File: src/rtl/instr_fetch_unit.sv
// Instruction fetch unit: owns the PC, fetches 16-bit words over req/ack,
// and hands one instruction at a time to decode over valid/ready.
module instr_fetch_unit #(
  parameter logic [15:0] RESET_PC = 16'h0000,
  parameter logic [15:0] PC_STEP  = 16'd1
) (
  input  logic        clk,
  input  logic        rst,
  output logic        imem_req,
  output logic [15:0] imem_addr,
  input  logic        imem_ack,
  input  logic [15:0] imem_rdata,
  output logic        ir_valid,
  input  logic        ir_ready,
  output logic [15:0] ir,
  output logic [15:0] ir_pc,
  output logic [3:0]  ir_opcode,
  input  logic        redirect_valid,
  input  logic [15:0] redirect_target,
  output logic [15:0] fetch_count
);

  typedef enum logic [1:0] {
    S_REQ   = 2'd0,
    S_DRAIN = 2'd1,
    S_HOLD  = 2'd2
  } state_t;

  state_t      state;
  logic [15:0] pc;

  // imem_addr is registered and only reloaded on entry to S_REQ, so in
  // S_DRAIN it still carries the stale address of the outstanding request.
  // NOTE: all state here updates with non-blocking assignments so every
  // branch reads the pre-edge values of pc, state and the outputs.
  always_ff @(posedge clk) begin
    if (rst) begin
      state       <= S_REQ;
      pc          <= RESET_PC;
      imem_req    <= 1'b1;
      imem_addr   <= RESET_PC;
      ir_valid    <= 1'b0;
      ir          <= '0;
      ir_pc       <= '0;
      fetch_count <= '0;
    end else begin
      case (state)
        S_REQ: begin
          if (redirect_valid) begin
            pc <= redirect_target;
            if (imem_ack) begin
              imem_addr <= redirect_target;
            end else begin
              // Request cannot be withdrawn; wait out its ack in S_DRAIN.
              state <= S_DRAIN;
            end
          end else if (imem_ack) begin
            ir       <= imem_rdata;
            ir_pc    <= pc;
            pc       <= pc + PC_STEP;
            imem_req <= 1'b0;
            ir_valid <= 1'b1;
            state    <= S_HOLD;
          end
        end

        S_DRAIN: begin
          if (redirect_valid) begin
            pc <= redirect_target;
          end
          if (imem_ack) begin
            imem_addr <= redirect_valid ? redirect_target : pc;
            state     <= S_REQ;
          end
        end

        S_HOLD: begin
          if (redirect_valid) begin
            pc        <= redirect_target;
            imem_req  <= 1'b1;
            imem_addr <= redirect_target;
            ir_valid  <= 1'b0;
            state     <= S_REQ;
          end else if (ir_ready) begin
            fetch_count <= fetch_count + 16'd1;
            imem_req    <= 1'b1;
            imem_addr   <= pc;
            ir_valid    <= 1'b0;
            state       <= S_REQ;
          end
        end

        default: begin
          imem_req  <= 1'b1;
          imem_addr <= pc;
          ir_valid  <= 1'b0;
          state     <= S_REQ;
        end
      endcase
    end
  end

  assign ir_opcode = ir[15:12];

endmodule

File: config.mk
export PLATFORM = sky130hd
export DESIGN_NAME = instr_fetch_unit
export DESIGN_NICKNAME = d
export VERILOG_FILES = /design/src/rtl/instr_fetch_unit.sv
export SDC_FILE = /design/constraint.sdc
export NUM_CORES = 1
export LEC_CHECK = 0
export ABC_AREA = 1
export BUFFER_PORTS_ARGS = -buffer_cell sky130_fd_sc_hd__buf_2
export CAP_MARGIN = 20
export CORE_UTILIZATION = 35
export CTS_CLUSTER_SIZE = 16
export DETAILED_ROUTE_END_ITERATION = 8
export PLACE_DENSITY = 0.57
export SYNTH_ARGS = -nofsm -noshare
export SYNTH_HDL_FRONTEND = slang
export SYNTH_SLANG_ARGS = --single-unit
File: constraint.sdc
create_clock -name clk -period 5.1 [get_ports clk]
set_clock_uncertainty 0.15 [all_clocks]
set_input_delay 0.255 -clock clk [delete_from_list [all_inputs] [get_ports clk]]
set_output_delay 0.255 -clock clk [all_outputs]
set_load 0.02 [all_outputs]
# Word level (Yosys, flattened, before mapping)
# Index checks and enable logic that the tools add are counted.
# totals
elab_cells,57
in_bits,37
ff_bits,84
output_inout_bits,70
# classes
bitwise,2
n_reduce_logical,9
add_sub_neg,2
n_mux,27
eq_ne,9
# op_table
cell,count
$mux W16,8
$pmux W16 S3,1
$add A16 B1 Y16 const B,2
$pmux W16 S2,1
$mux W2,6
$reduce_and A4 Y1,3
$ne A3 B3 Y1 const B,3
$mux W1,8
$ne A2 B2 Y1 const B,4
$pmux W1 S3,2
$pmux W2 S3,1
$reduce_and A3 Y1,2
$eq A2 B1 Y1 const B,1
$eq A2 B2 Y1 const B,1
$logic_not A2 Y1,1
$not A1 Y1,2
$reduce_and A2 Y1,1
$reduce_bool A2 Y1,1
$reduce_or A2 Y1,1

# Longest topological paths before layout
# Gate-level depths: netlist (run 1).
# logic_depth
ltp_word,4
mapped_depth,9

# Least setup slack after synthesis (run 1)
# OpenSTA, ideal clock, no wires.
# synth_path
path_type,register to register
from,register state[0]
to,register imem_addr[10]
path_stages_with_launch,10
synth_period_minus_slack_ns,1.624
slack_ns,3.476
required_time_ns,4.831
setup_ns,0.119
t_arrival_ns,1.355
path_buffers,1
path_cell_list,dfxtp_1 -> inv_1 -> ha_1 -> nand2_4 -> nand2_4 -> nor2_8 -> inv_6 -> buf_12 -> a21oi_2 -> a21oi_1
# synth_via
elab_chain_cells,3
elab_cells_between_ends,9
classes_between,eq/ne: 6; mux: 1; reduce/logical: 2
# synth_lines
element,line,source
start: declaration,29,state_t state;
start signal: assignment,38,state <= S_REQ;
start signal: assignment,55,state <= S_DRAIN;
start signal: assignment,63,state <= S_HOLD;
$eq A2 B2 Y1 (tied with other cells),47,case (state)
$ne A3 B3 Y1 (no line) or $ne A2 B2 Y1 (tied branches),n/a,
$reduce_and A4 Y1 (no line),n/a,
end signal: assignment,52,imem_addr <= redirect_target;
end signal: assignment,72,imem_addr <= redirect_valid ? redirect_target : pc;
end signal: assignment,81,imem_addr <= redirect_target;
end: declaration,10,"output logic [15:0] imem_addr,"
# Parallel ways exist; a longest one is shown, timed or not.
# A chain may end at the register's enable or synchronous reset.

# Worst setup path in the final report (run 1)
# layout_path
from,register state[1]
to,register ir[14]
# layout_via
elab_chain_cells,2
# layout_lines
element,line,source
$logic_not A2 Y1,47,
$reduce_and A3 Y1 (no line),n/a,
end signal: assignment,58,ir <= imem_rdata;
end: declaration,15,"output logic [15:0] ir,"
# Every way passes these cells.

==> flow_summary.toml, run 1 <==
[outcome]
status = "complete, no violations"

[worst_setup_path]
worstPathRequired_ns = 5.18
crit_path_max_fanout = 36
path_cells = "inv_1 > ha_1 > nand2_4 > nor2_4 > inv_1 > nor2_1 > nor2_1"
end_kind = "flip-flop"
setup.worst_path.class = "flip-flop to flip-flop"
slowest_stage = "ha_1"
worstPathArrival_ns = 3.33
slowest_delay_ns = 0.83
startpoint_type = "flip-flop"

[synthesis]
post_synth.cell_area_avg_um2 = 6.75
synth_edf_count = 0
ys_async_sr_fraction_pct = 0
yosysWarnings = 0
mappedNetlistArea_um2 = 4530
syn_inst = 671
synth_nets = 714
yosysSeqAreaShare_pct = 37.1
synth-main-ff-cell = "dfxtp_1"
synth-seq-cells = 84
yosys.cell_types.count = 41

[drt]
dr.pass1.iters = 4
drc = 0
vias = 4746
antenna_left = 0
wl_um = 13400
viasPerCell = 5.04
first_iter_violations = 282
routedWlPerCell_um = 14.2

[sta]
rsz0062_at_grt = "false"
setup_viol = 0
fin_crit_ns = 3.25
finalCritPeriodShare_pct = 63.7
finalHoldViolCount = 0
slew_headroom_pct = 32.3
maxSlewViolCount = 0
fmax_ghz = 0.308
worst_pin_slew_ns = 1.02
setup_tns_ns = 0

[place]
hpwl_um = 8930
dp_cells = 910
io_buffers = 106
place_congestion = 0.819

[cts]
cts-root-buf = "clkbuf_16"
cts_buffer_depth = 2
cts_tree = "yes"
h-tree-depth = 3
numCtsBuffers = 9
clock-sinks = 84
cts_setup_buffers = 0
worstSkewPairLatency_ns = 0.35
clk_pin_slew_ns = 0.06

[floorplan]
core_um2 = 12600
die_w_um = 116
ioPinCount = 107
dieHeight_um = 116
std_cell_rows = 41
dieArea_um2 = 13400
start_util_pct = 35.9

[finish]
final_cells = 941
final_net_count = 807
regArea_um2 = 1680
mostFrequentLayoutCells = "nand2_1 (121), nor2_1 (108), buf_2 (106), dfxtp_1 (84), o21ai_0 (80)"
multiInputGateArea_um2 = 2370
nFillCells = 1366
syn_to_final_growth_pct = 21.8
mostFrequentLayoutCell = "nand2_1"
drive_gt1_share_pct = 20.4
antenna_cells = 0

[global_route]
grt_pass1_wl_um = 20900
use_met2_pct = 33.1
antenna_found_initial = 0
grt_use_total_pct = 20.1
grt_max_degree = 68
overflow = 0
use_met1_pct = 25.9
grt_busiest_layer = "met2"
grt_pass1_vias = 4250
grt_util_met3_pct = 3.71

[power]
peakVddDrop_mv = 0.146
pwr_density_cell_nw_per_um2 = 326
leakage_nw = 2.54

[hold_path]
hold_path_class = "input port to flip-flop"

[flow_run]
cap_violations = 0
==> routing by layer <==
layer | wire length [µm] | part of all wire (%)
met1 | 6140 | 46
met2 | 6400 | 48
met3 | 627 | 4.7
met4 | 195 | 1.5
met5 | 0 | 0
==> worst max-delay path: cells and delay by family, from the launching register on <==
family / cells / cell delay (ns)
adders and majority gates: 1 / 0.83
and+or+nand+nor: 4 / 1.10
buffers and inverters: 2 / 0.71
DFF: 1 / 0.34
==> per-stage QoR <==
step | instance area [µm²] | hold WS, ns | utilization, % | total power, mW | worst slack (ns)
after floorplan | 4530 | 0.181 | - | 1.01 | 3.48
after global placement | 5040 | 0.309 | 39.9 | 1.10 | 2.06
after detailed placement | 5040 | 0.307 | 39.9 | 1.11 | 1.87
after CTS | 5500 | 0.000769 | 43.6 | 1.82 | 1.87
after global routing | 5520 | 0.00531 | 43.7 | 1.89 | 1.54
final | 5520 | 0.0127 | 43.7 | 1.80 | 1.85
==> layout make-up <==
class | instances | area share [%]
multi-input cells | 488 | 43.0
flip-flops and latches | 84 | 30.5
repair buffers | 122 | 12.6
clock buffers | 12 | 4.83
inverters | 59 | 4.20
well taps | 172 | 3.90
clock inverters | 4 | 1.02
==> state kept, by name, summed over array words and instances, names as in the netlist <==
name	cells
ir_pc	16
ir_valid	1
pc	16
imem_addr	16
fetch_count	16
ir	16
imem_req	1
state	2
==> power breakdown <==
group / total [mW] / switching, mW / internal [mW] / leakage, nW
sequential: 0.760 / 0.0504 / 0.709 / 0.690
clock: 0.698 / 0.276 / 0.422 / 0.159
combinational: 0.341 / 0.224 / 0.116 / 1.69
total: 1.80 / 0.551 / 1.25 / 2.54
==> path summary, 6_finish.rpt <==
path	startpoint	endpoint	slack [ns]	cells past startpoint
setup / recovery	state[1]	ir[14]	1.85	7
hold / removal	imem_rdata[15]	ir[15]	0.01	3
setup reg to reg	state[1]	ir[14]	1.85	7
hold reg to reg	ir_valid	ir_valid	0.32	2
==> synth_stat cells (4+ instances only) <==
cell,number,area (µm²)
buf_2,16,80.1
nand3_1,26,130
nand2_1,121,454
nor3_1,5,25.0
buf_4,7,52.6
o21ai_0,80,400
a21oi_1,73,365
buf_6,4,45.0
a21oi_2,10,87.6
o21ai_1,16,80.1
clkbuf_1,10,37.5
inv_1,54,203
nor2_2,6,37.5
nor2_1,108,405
dfxtp_1,84,1680
ha_1,6,75.1
nand4_1,9,56.3
==> repair_timing <==
action | CTS | global route
hold endpoints to repair | 14 | 0
hold buffers | 14 | 0
gates resized for setup | 0 | 0
==> cells by family after synthesis <==
kind of cell	synth area share, %
AO/OA/AOI/OAI	22.3
XOR/XNOR	0.580
adder cells (fa/ha/maj)	1.66
buffers and inverters	10.5
flip-flops	37.1
AND/OR/NAND/NOR	27.8
(Power assumes the default switching activity.)
==> run 2, diff against run 1 <==
Clock period 5.1 ns to 3.2 ns, I/O delays scaled along.
==> run 2 against run 1 <==
  * Combinational power rose by 62%
  * Cell area up 0.25%
  * Worst setup slack got worse by 0.86 ns
  * Via count decreased by 0.76%
  * Utilization grew 0.11 points
  * Sequential share of layout area decreased by 0.076 points
  * Count of clock-buffer cells in the layout down 1
  * Critical path type unchanged
  * Largest cell class unchanged
==> flow_summary.toml, run 2 (synthesis gave the netlist of run 1 again) <==
[outcome]
status = "complete, no violations"

[sta]
finalHoldViolCount = 0
fmax_ghz = 0.452
finalCritPeriodShare_pct = 69.1
fin_crit_ns = 2.21
maxSlewViolCount = 0
setup_viol = 0
final.setup.worst_slack_ns = 0.988
rsz0062_at_grt = "false"
slew_headroom_pct = 37.3
setup_tns_ns = 0
worst_pin_slew_ns = 0.939

[finish]
drive_gt1_share_pct = 20.8
regArea_um2 = 1680
nFillCells = 1337
syn_to_final_growth_pct = 22.1
multiInputGateArea_um2 = 2370
utilization_pct = 43.8
final_net_count = 815
antenna_cells = 0
mostFrequentLayoutCell = "nand2_1"
mostFrequentLayoutCells = "nand2_1 (121), nor2_1 (108), buf_2 (106), dfxtp_1 (84), o21ai_0 (80)"

[global_route]
grt_pass1_wl_um = 21400
overflow = 0
grt_use_total_pct = 20.6
grt_max_degree = 52
antenna_found_initial = 0
grt_pass1_vias = 4379

[worst_setup_path]
startpoint = "state[0]"
startpoint_type = "flip-flop"
slowest_delay_ns = 0.68
crit_path_max_fanout = 30
slowest_stage = "inv_1"
r2r_slack_ns = 0.99
r2r-start = "state[0]"
setup.worst_path.class = "flip-flop to flip-flop"
worstSetupEndpoint = "ir[11]"
worstPathRequired_ns = 3.34
r2r_cells = 7
worstPathArrival_ns = 2.35
end_kind = "flip-flop"
path_cells = "inv_1 > ha_1 > nand2_4 > nor2_4 > inv_1 > nor2_1 > nor2_1"
r2r-end = "ir[11]"

[floorplan]
std_cell_rows = 41
dieArea_um2 = 13400
core_um2 = 12600
die_w_um = 116
dieHeight_um = 116
ioPinCount = 107
start_util_pct = 35.9

[power]
pwr_density_cell_nw_per_um2 = 500
leakage_nw = 2.55
peakVddDrop_mv = 0.235

[cts]
cts-root-buf = "clkbuf_16"
clk_pin_slew_ns = 0.06
cts_buffer_depth = 2
cts_tree = "yes"
cts_resized = 0
cts_setup_buffers = 0
clock-sinks = 84
h-tree-depth = 3
cts_hold_buf = 16
numCtsBuffers = 9
worstSkewPairLatency_ns = 0.35

[hold_path]
min_from = "rst"
hold_path_class = "input port to flip-flop"

[drt]
drc = 0
routedWlPerCell_um = 13.9
wl_um = 13200
viasPerCell = 4.96
dr.pass1.iters = 4
first_iter_violations = 272
vias = 4710
antenna_left = 0

[place]
io_buffers = 106
place_congestion = 0.876
place_ws_ns = 1.00
hpwl_um = 8910

[flow_run]
cap_violations = 0
[run 2: critical path, delay by kind of cell (launching register included)]
family,cells,cell delay [ns]
fa+ha+maj,1,0.39
buf+inv,2,0.76
flops,1,0.38
simple gates,4,0.47
[run 2: final cells by class]
| class | instances | share of cell area (%) |
|---|---|---|
| clock buffer | 11 | 4.39 |
| clock inverter | 5 | 0.656 |
| inverter | 59 | 4.18 |
| multi-input combinational | 488 | 42.9 |
| sequential | 84 | 30.4 |
| tap | 172 | 3.89 |
| timing repair buffer | 130 | 13.6 |
[run 2: how the worst min path moves through the flow]
stage | end | cells after the start
after floorplan | fetch_count[4] | 1
after global placement | ir[12] | 3
after detailed placement | ir[9] | 3
after CTS | fetch_count[2] | 2
after global routing | fetch_count[2] | 2
final | imem_addr[0] | 2
[run 2: routing by layer]
layer	track usage [%]	up-vias	wire length, µm
li1	-	2404	-
met1	26.4	2175	6220
met2	33.5	117	6220
met3	3.29	14	541
met4	10.6	0	237
met5	0	-	0
[run 2: through the flow]
| step | area [µm²] | hold slack (ns) | power, mW | instances |
|---|---|---|---|---|
| 2_1_floorplan | 4530 | 0.0861 | 1.61 | 671 |
| 3_3_place_gp | 5090 | 0.234 | 1.76 | 917 |
| 4_1_cts | 5530 | 0.00602 | 2.80 | 949 |
| 3_5_place_dp | 5090 | 0.242 | 1.77 | 917 |
| 6_report | 5530 | 0.0146 | 2.77 | 949 |
| 5_1_grt | 5530 | 0.00755 | 2.92 | 949 |
[run 2: power breakdown]
part / switching, mW / internal (mW)
logic: 0.358 / 0.195
registers: 0.0808 / 1.13
clock network: 0.454 / 0.549
